$ cat config.mk
export PLATFORM = sky130hd
export DESIGN_NAME = mem_stage
export DESIGN_NICKNAME = d
export VERILOG_FILES = /design/src/rtl/mem_stage_pkg.sv /design/src/rtl/mem_req_fsm.sv /design/src/rtl/mem_stage.sv
export SDC_FILE = /design/constraint.sdc
export NUM_CORES = 1
export LEC_CHECK = 0
export ABC_AREA = 1
export BUFFER_PORTS_ARGS = -buffer_cell sky130_fd_sc_hd__buf_4
export CAP_MARGIN = 20
export CORE_AREA = 5 5 94 96
export DETAILED_ROUTE_END_ITERATION = 8
export DIE_AREA = 0 0 99 101
export GPL_TIMING_DRIVEN = 0
export PLACE_DENSITY = 0.83
export SKIP_LAST_GASP = 1
export SLEW_MARGIN = 20
export SYNTH_ARGS = -nofsm -noshare
export SYNTH_HDL_FRONTEND = slang
export SYNTH_HIERARCHICAL = 1
export SYNTH_SLANG_ARGS = --single-unit
export TNS_END_PERCENT = 1
$ cat constraint.sdc
create_clock -name clk -period 4.1 [get_ports clk]
set_clock_uncertainty 0.2 [all_clocks]
set_input_delay 0.615 -clock clk [delete_from_list [all_inputs] [get_ports clk]]
set_output_delay 0.615 -clock clk [all_outputs]
set_load 0.005 [all_outputs]
$ cat src/rtl/mem_stage_pkg.sv
// rtl/mem_stage_pkg.sv - shared types and widths for the memory stage
package mem_stage_pkg;

    localparam int DATA_W     = 32;
    localparam int REG_IDX_W  = 5;
    localparam int WAIT_CNT_W = 8;

    localparam logic [WAIT_CNT_W-1:0] WAIT_CNT_MAX = '1;

    typedef enum logic {
        IDLE = 1'b0,
        WAIT = 1'b1
    } mem_state_e;

endpackage

$ cat src/rtl/mem_req_fsm.sv
// rtl/mem_req_fsm.sv - request/wait handshake FSM producing mem_req and stall
module mem_req_fsm
    import mem_stage_pkg::*;
(
    input  logic clk,
    input  logic rst,
    input  logic access,
    input  logic mem_ack,
    output logic mem_req,
    output logic stall
);

    mem_state_e state;

    // Enter WAIT when an access is not acknowledged in its first cycle; leave on ack
    always_ff @(posedge clk) begin
        if (rst) begin
            state <= IDLE;
        end else begin
            case (state)
                IDLE:    if (access && !mem_ack) state <= WAIT;
                WAIT:    if (mem_ack)            state <= IDLE;
                default: state <= IDLE;
            endcase
        end
    end

    // Request is combinational so a zero-wait ack completes in the issuing cycle
    always_comb begin
        mem_req = 1'b0;
        if (!rst) begin
            mem_req = (state == WAIT) ? 1'b1 : access;
        end
        stall = mem_req & ~mem_ack;
    end

endmodule

$ cat src/rtl/mem_stage.sv
// rtl/mem_stage.sv - MEM pipeline stage (optional alignment check: MEM_STAGE_ALIGN_CHECK_EN)
module mem_stage
    import mem_stage_pkg::*;
(
    input  logic                  clk,
    input  logic                  rst,
    input  logic [DATA_W-1:0]     ALU_output,
    input  logic [DATA_W-1:0]     write_data,
    input  logic [REG_IDX_W-1:0]  rt_or_rd,
    input  logic                  mem_read,
    input  logic                  mem_write,
    input  logic                  write_reg,
    input  logic                  write_back,
    output logic                  mem_req,
    output logic                  mem_we,
    output logic [DATA_W-1:0]     mem_addr,
    output logic [DATA_W-1:0]     mem_wdata,
    input  logic [DATA_W-1:0]     mem_rdata,
    input  logic                  mem_ack,
    output logic [DATA_W-1:0]     o_ALU_output,
    output logic [DATA_W-1:0]     o_readDataFromMemory,
    output logic [REG_IDX_W-1:0]  o_rt_or_rd,
    output logic                  o_write_reg,
    output logic                  o_write_back,
    output logic                  stall,
    output logic [WAIT_CNT_W-1:0] o_wait_cycles
`ifdef MEM_STAGE_ALIGN_CHECK_EN
    ,
    output logic                  o_misaligned
`endif
);

    logic              access_raw;
    logic              misaligned;
    logic              access;
    logic              read_done;
    logic [DATA_W-1:0] rdata_q;

    // A misaligned access is suppressed entirely and squashes the writeback
    always_comb begin
        access_raw = mem_read | mem_write;
`ifdef MEM_STAGE_ALIGN_CHECK_EN
        misaligned = access_raw & (ALU_output[1:0] != 2'b00) & ~rst;
`else
        misaligned = 1'b0;
`endif
        access = access_raw & ~misaligned;
    end

    mem_req_fsm u_fsm (
        .clk     (clk),
        .rst     (rst),
        .access  (access),
        .mem_ack (mem_ack),
        .mem_req (mem_req),
        .stall   (stall)
    );

    // Datapath muxing; a read+write request behaves as a pure write
    always_comb begin
        read_done            = mem_ack & mem_req & mem_read & ~mem_write;
        mem_we               = mem_write & mem_req;
        mem_addr             = ALU_output;
        mem_wdata            = write_data;
        o_ALU_output         = ALU_output;
        o_rt_or_rd           = rt_or_rd;
        o_readDataFromMemory = read_done ? mem_rdata : rdata_q;
        o_write_reg          = write_reg  & ~stall & ~misaligned & ~rst;
        o_write_back         = write_back & ~stall & ~misaligned & ~rst;
`ifdef MEM_STAGE_ALIGN_CHECK_EN
        o_misaligned         = misaligned;
`endif
    end

    // Hold the last completed load's data for the cycles after its ack
    always_ff @(posedge clk) begin
        if (rst) begin
            rdata_q <= '0;
        end else if (read_done) begin
            rdata_q <= mem_rdata;
        end
    end

    // Saturating stall-cycle counter
    always_ff @(posedge clk) begin
        if (rst) begin
            o_wait_cycles <= '0;
        end else if (stall && (o_wait_cycles != WAIT_CNT_MAX)) begin
            o_wait_cycles <= o_wait_cycles + 1'b1;
        end
    end

endmodule

==> results.cfg, run 1 <==
[routing]
wl_um = 8035
drc = 0
post_drt_via_cell_ratio = 4.019
firstDrtPassIters = 4
drt-wirelength-per-cell_um = 11.70
vias = 2761
drt_iter0_drc = 48
final_antenna_net_count = 0

[timing]
fin_crit_sh_pct = 70.13
rsz0062_at_grt = no
min_period_ns = 2.875
timing.final.ws_setup_ns = 1.225
relSlewSlack_pct = 70.32
slew_viol_final = 0
tns_ns = 0
tightest_slew_ns = 0.4452
setup_viol = 0
fmax_ghz = 0.3478
hold_viol = 0

[power]
p_leak_nw = 2.674
power.density_nw_per_um2 = 223.2
vdd_drop_max_mv = 0.1544

[logic_synthesis]
synthArstFlopShare_pct = 0
synth_cell_types = 22
ys.flop_type = dfxtp_1
syn_area_sq_um = 2806
yosys_warnings = 6
synth_edf_count = 0
syn-num-nets = 499
synth-seq-area-share_pct = 29.25
ys_ff_latch = 41
avgSynthCellArea_sq_um = 7.196
synthCells = 390

[clock_tree]
h-tree-depth = 2
clkTransAtPathRegs_ns = 0.08
cts_made_buffers = 5
holdBufCountCts = 0
postCtsSetupRepairBufs = 0
cts_root_buf = clkbuf_8
clk_latency_ns = 0.29
cts_tree = built
ctsResizeCount = 0
cts_max_path_buffers = 2
clock_sinks = 41

[layout]
area_growth_pct = 57.33
nets = 690
fillCellCount = 714
antenna_cells = 0
post-route-util_pct = 55.41
layout-drive-gt1-share_pct = 59.28

[critical_path]
critPathCaptureType = primary output
reg2regPathDepth = 6
startpoint_type = input port
startpoint = mem_read
r2r_start = u_fsm/state$_SDFF_PP0_
crit_arrival_ns = 2.06
required_ns = 3.28
critical_path_class = in2out
critPathMaxFanout = 10

[floorplan]
fp-row-count = 33
die_height_um = 101
num_io_pins = 254
core-area_sq_um = 7969
initial_core_util_pct = 35.22
fp.dieW_um = 99
die_area_sq_um = 9999

[status]
status = completed

[place]
gp_congestion = 0.7805
portBuffers = 184
pre_cts_ws_ns = 1.211
dp_hpwl_um = 7044

[global_routing]
grt_use_total_pct = 14.85
antenna_found_initial = 0
grt_max_degree = 14
grt_pass1_wl_um = 12250
grt-ovfl-total = 0
grt_pass1_vias = 2734

[worst_hold_path]
min_path_cells = 2
min_path_type = in2reg
hold_path.startpoint = rst

[flow_run]
cap_violations = 0
-- state kept, by name (all words and copies together) (netlist names) --
name and count:
rdata_q 32, u_fsm/state 1, o_wait_cycles 8
-- metrics by stage --
| step | area (sq um) | std cells | hold slack, ns | power [mW] |
|---|---|---|---|---|
| after floorplan | 2806 | 390 | 0.2841 | 0.5664 |
| after global placement | 4319 | 679 | 0.2953 | 0.7186 |
| after detailed placement | 4319 | 679 | 0.3150 | 0.7257 |
| after CTS | 4415 | 687 | 0.3033 | 1.004 |
| after global routing | 4415 | 687 | 0.3017 | 1.046 |
| final | 4415 | 687 | 0.3134 | 0.9857 |
-- cell type report --
class / instances / area [sq um] / share of cell area [%]
multi-input cells: 157 / 834.6 / 18.90
clock buffers: 6 / 82.58 / 1.870
flip-flops and latches: 41 / 820.8 / 18.59
inverters: 80 / 300.3 / 6.801
clock inverters: 2 / 13.76 / 0.3117
plain buffers: 112 / 850.8 / 19.27
repair buffers: 184 / 1381 / 31.28
well taps: 105 / 131.4 / 2.975
-- synth_stat cells, types with 2 or more instances --
| cell | count | area (sq um) |
|---|---|---|
| a21oi_1 | 4 | 20.02 |
| nand3_1 | 9 | 45.04 |
| o21ai_2 | 32 | 280.3 |
| nor2_4 | 2 | 22.52 |
| buf_4 | 102 | 765.7 |
| buf_6 | 6 | 67.56 |
| buf_2 | 2 | 10.01 |
| nand2_1 | 54 | 202.7 |
| clkbuf_1 | 2 | 7.510 |
| inv_1 | 79 | 296.5 |
| nor2_1 | 42 | 157.7 |
| dfxtp_1 | 41 | 820.8 |
| nor2_2 | 5 | 31.28 |
| nor3_1 | 2 | 10.01 |
-- placed cells by master (no fill, tap or decap), types with 4 or more instances in the layout --
master / instances
a21oi_1: 4
o21ai_2: 32
nand3_1: 9
clkbuf_8: 6
inv_1: 79
buf_4: 286
dfxtp_1: 41
buf_6: 6
nand2_1: 54
nor2_2: 5
nor2_1: 42
-- kinds of logic (layout without fill, tap and decap cells) --
| family | Yosys count | after routing | synth area share [%] |
|---|---|---|---|
| and+or+nand+nor | 118 | 118 | 18.15 |
| buffers and inverters | 192 | 384 | 41.02 |
| DFF | 41 | 41 | 29.25 |
| AOI/OAI and AO/OA | 38 | 38 | 11.15 |
| adders and majority gates | 1 | 1 | 0.4458 |
-- where the power goes --
group,internal (mW),switching (mW)
Combinational,0.192,0.106
Clock,0.136,0.138
Sequential,0.410,0.00421
-- layer usage --
layer | wire, um | part of all wire [%] | track usage (%) | up-vias
met2 | 4523 | 56 | 30.22 | 141
met4 | 56 | 0.70 | 3.676 | 0
li1 | - | - | - | 1419
met3 | 742 | 9.2 | 3.599 | 6
met1 | 2712 | 34 | 14.88 | 1195
met5 | 0 | 0 | 0 | -
-- final timing paths --
| path | endpoint | slack, ns |
|---|---|---|
| min reg2reg | rdata_q[12]$_SDFF_PP0_ | 0.32 |
| min | u_fsm/state$_SDFF_PP0_ | 0.31 |
| max | o_readDataFromMemory[16] | 1.22 |
| max reg2reg | rdata_q[2]$_SDFF_PP0_ | 2.41 |
-- critical path, cell delays in order --
cell and delay [ns]:
buf_4 0.12, or2_2 0.28, nor2_1 0.17, nor2_1 0.12, nand4_4 0.21, buf_6 0.18
nand2_1 0.07, o21ai_2 0.08, inv_1 0.06, buf_4 0.13
Note: power is estimated with default switching activity, not from simulation.
==> inputs of run 2 (changes only) <==
- CORE_AREA: 5 5 94 96 -> not set
- CORE_ASPECT_RATIO: not set -> 1.5
- CORE_MARGIN: not set -> 5
- CORE_UTILIZATION: not set -> 34
- DIE_AREA: 0 0 99 101 -> not set
- PLACE_DENSITY: 0.83 -> 0.82
- clock period: 4.1 -> 2.55 ns (I/O delays scaled with it)
==> run 2 against run 1 <==
Effect of this change: first-iteration DRC count increased by 58%; core utilization increased by 0.38 points; design area is 1.8% higher; final cell count did not move; sequential power grew 61%; critical path depth is the same; largest power group is now clock.
==> results.cfg, run 2 (same netlist as run 1, synthesis figures left out) <==
[layout]
fillCellCount = 760
largest_reg_flops = 32
largest_register = rdata_q
multi_input_area_sq_um = 834.6
final_common_cell = buf_4
regArea_sq_um = 820.8
layout-drive-gt1-share_pct = 59.28
nets = 690
final_cell_mix = buf_4 (286), inv_1 (79), nand2_1 (54), nor2_1 (42), dfxtp_1 (41)
antenna_cells = 0
reg_top3 = rdata_q x32, o_wait_cycles x8, u_fsm/state x1
fin_cells = 687
area_growth_pct = 60.19

[critical_path]
reg2reg_slack_ns = 0.87
required_ns = 1.97
crit_arrival_ns = 1.84
reg2regPathDepth = 6
critical_path_class = in2out
critPathTopFamily = simple AND/OR/NAND/NOR gates
critPathCaptureType = primary output
slowest_delay_ns = 0.28
crit_buf_inv = 4
slowest_stage = or2_2
path_cells = buf_4 > or2_2 > nor2_1 > nor2_1 > nand4_4 > buf_6 > nand2_1 > o21ai_2 > inv_1 > buf_4
critPathMaxFanout = 10
startpoint_type = input port
crit_cells = 10

[global_routing]
grt_pass1_vias = 2868
grt_max_degree = 14
grt-ovfl-total = 0
antenna_found_initial = 0
grt_pass1_wl_um = 14110
grt_use_total_pct = 17.64

[floorplan]
die_height_um = 121.3
fp.dieW_um = 84.18
fp-row-count = 40
initial_core_util_pct = 34.83
num_io_pins = 254
core-area_sq_um = 8058
die_area_sq_um = 10210

[timing]
tightest_slew_ns = 0.4626
min_period_ns = 2.419
slew_viol_final = 0
fmax_ghz = 0.4134
setup_viol = 0
relSlewSlack_pct = 69.16
tns_ns = 0
hold_viol = 0
rsz0062_at_grt = no
fin_crit_sh_pct = 94.86

[place]
dp.cells = 679
portBuffers = 184
dp_hpwl_um = 8475
gp_congestion = 0.7402

[routing]
drt_iter0_drc = 76
vias = 2839
post_drt_via_cell_ratio = 4.132
drt-wirelength-per-cell_um = 13.92
wl_um = 9560
firstDrtPassIters = 4
final_antenna_net_count = 0
drc = 0

[power]
p_leak_nw = 2.706
power.share.sequential_pct = 35.1
power.density_nw_per_um2 = 421.8
power_frac_clock_pct = 39.0
comb_power_share_pct = 25.9
switchingPower_uw = 439.2
vdd_drop_max_mv = 0.4156
p_int_mw = 1.457
netSwitchingFraction_pct = 23.16

[clock_tree]
cts_root_buf = clkbuf_16
clkTransAtPathRegs_ns = 0.06
ctsResizeCount = 0
clk_latency_ns = 0.28
cts_max_path_buffers = 2
postCtsSetupRepairBufs = 0
holdBufCountCts = 0
h-tree-depth = 2
cts_tree = built
clock_sinks = 41
cts_made_buffers = 5

[status]
status = completed

[worst_hold_path]
min_path_cells = 2
min_path_type = in2reg

[flow_run]
cap_violations = 0
-- run 2: per-layer routing --
| layer | GRT usage [%] | routed length, um | share of wire [%] | vias up |
|---|---|---|---|---|
| li1 | - | - | - | 1423 |
| met4 | 6.137 | 222 | 2.3 | 0 |
| met2 | 32.07 | 4724 | 49 | 190 |
| met5 | 0 | 0 | 0 | - |
| met3 | 9.579 | 1405 | 15 | 16 |
| met1 | 16.57 | 3207 | 34 | 1210 |
-- run 2: worst paths after layout --
kind / startpoint / to
min reg2reg: u_fsm/state$_SDFF_PP0_ / u_fsm/state$_SDFF_PP0_
max: mem_read / o_readDataFromMemory[11]
max reg2reg: u_fsm/state$_SDFF_PP0_ / rdata_q[22]$_SDFF_PP0_
min: rst / u_fsm/state$_SDFF_PP0_
-- run 2: worst register-to-register path, stage by stage (launching register included) --
cell	delay, ns
dfxtp_1	0.31
nor2_1	0.06
nor2_1	0.26
nand4_4	0.29
buf_6	0.25
o21ai_2	0.14
nor2_1	0.06
-- run 2: power by group through the flow --
stage / Combinational [mW] / Clock [mW] / Sequential, mW
after floorplan: 0.231 / 0 / 0.680
after global placement: 0.490 / 0 / 0.680
after detailed placement: 0.499 / 0 / 0.681
after CTS: 0.501 / 0.761 / 0.666
after global routing: 0.537 / 0.782 / 0.668
final: 0.491 / 0.739 / 0.666
-- run 2: area by class of cell --
type                    instances  area share, %
multi-input cells             157          18.56
clock inverters                 2         0.8350
flip-flops and latches         41          18.26
well taps                     105          2.922
clock buffers                   6          3.089
inverters                      80          6.680
plain buffers                 112          18.93
repair buffers                184          30.73
-- run 2: through the flow --
| stage | hold slack [ns] | power, mW | setup slack, ns | cell area (sq um) | utilization (%) |
|---|---|---|---|---|---|
| after detailed placement | 0.3142 | 1.180 | 0.1145 | 4319 | 53.60 |
| after global routing | 0.07374 | 1.987 | 0.004631 | 4496 | 55.79 |
| after CTS | 0.07033 | 1.928 | 0.09143 | 4496 | 55.79 |
| after global placement | 0.2941 | 1.170 | 0.1648 | 4319 | 53.60 |
| after floorplan | 0.2593 | 0.9106 | 0.5541 | 2806 | - |
| final | 0.07884 | 1.896 | 0.1310 | 4496 | 55.79 |
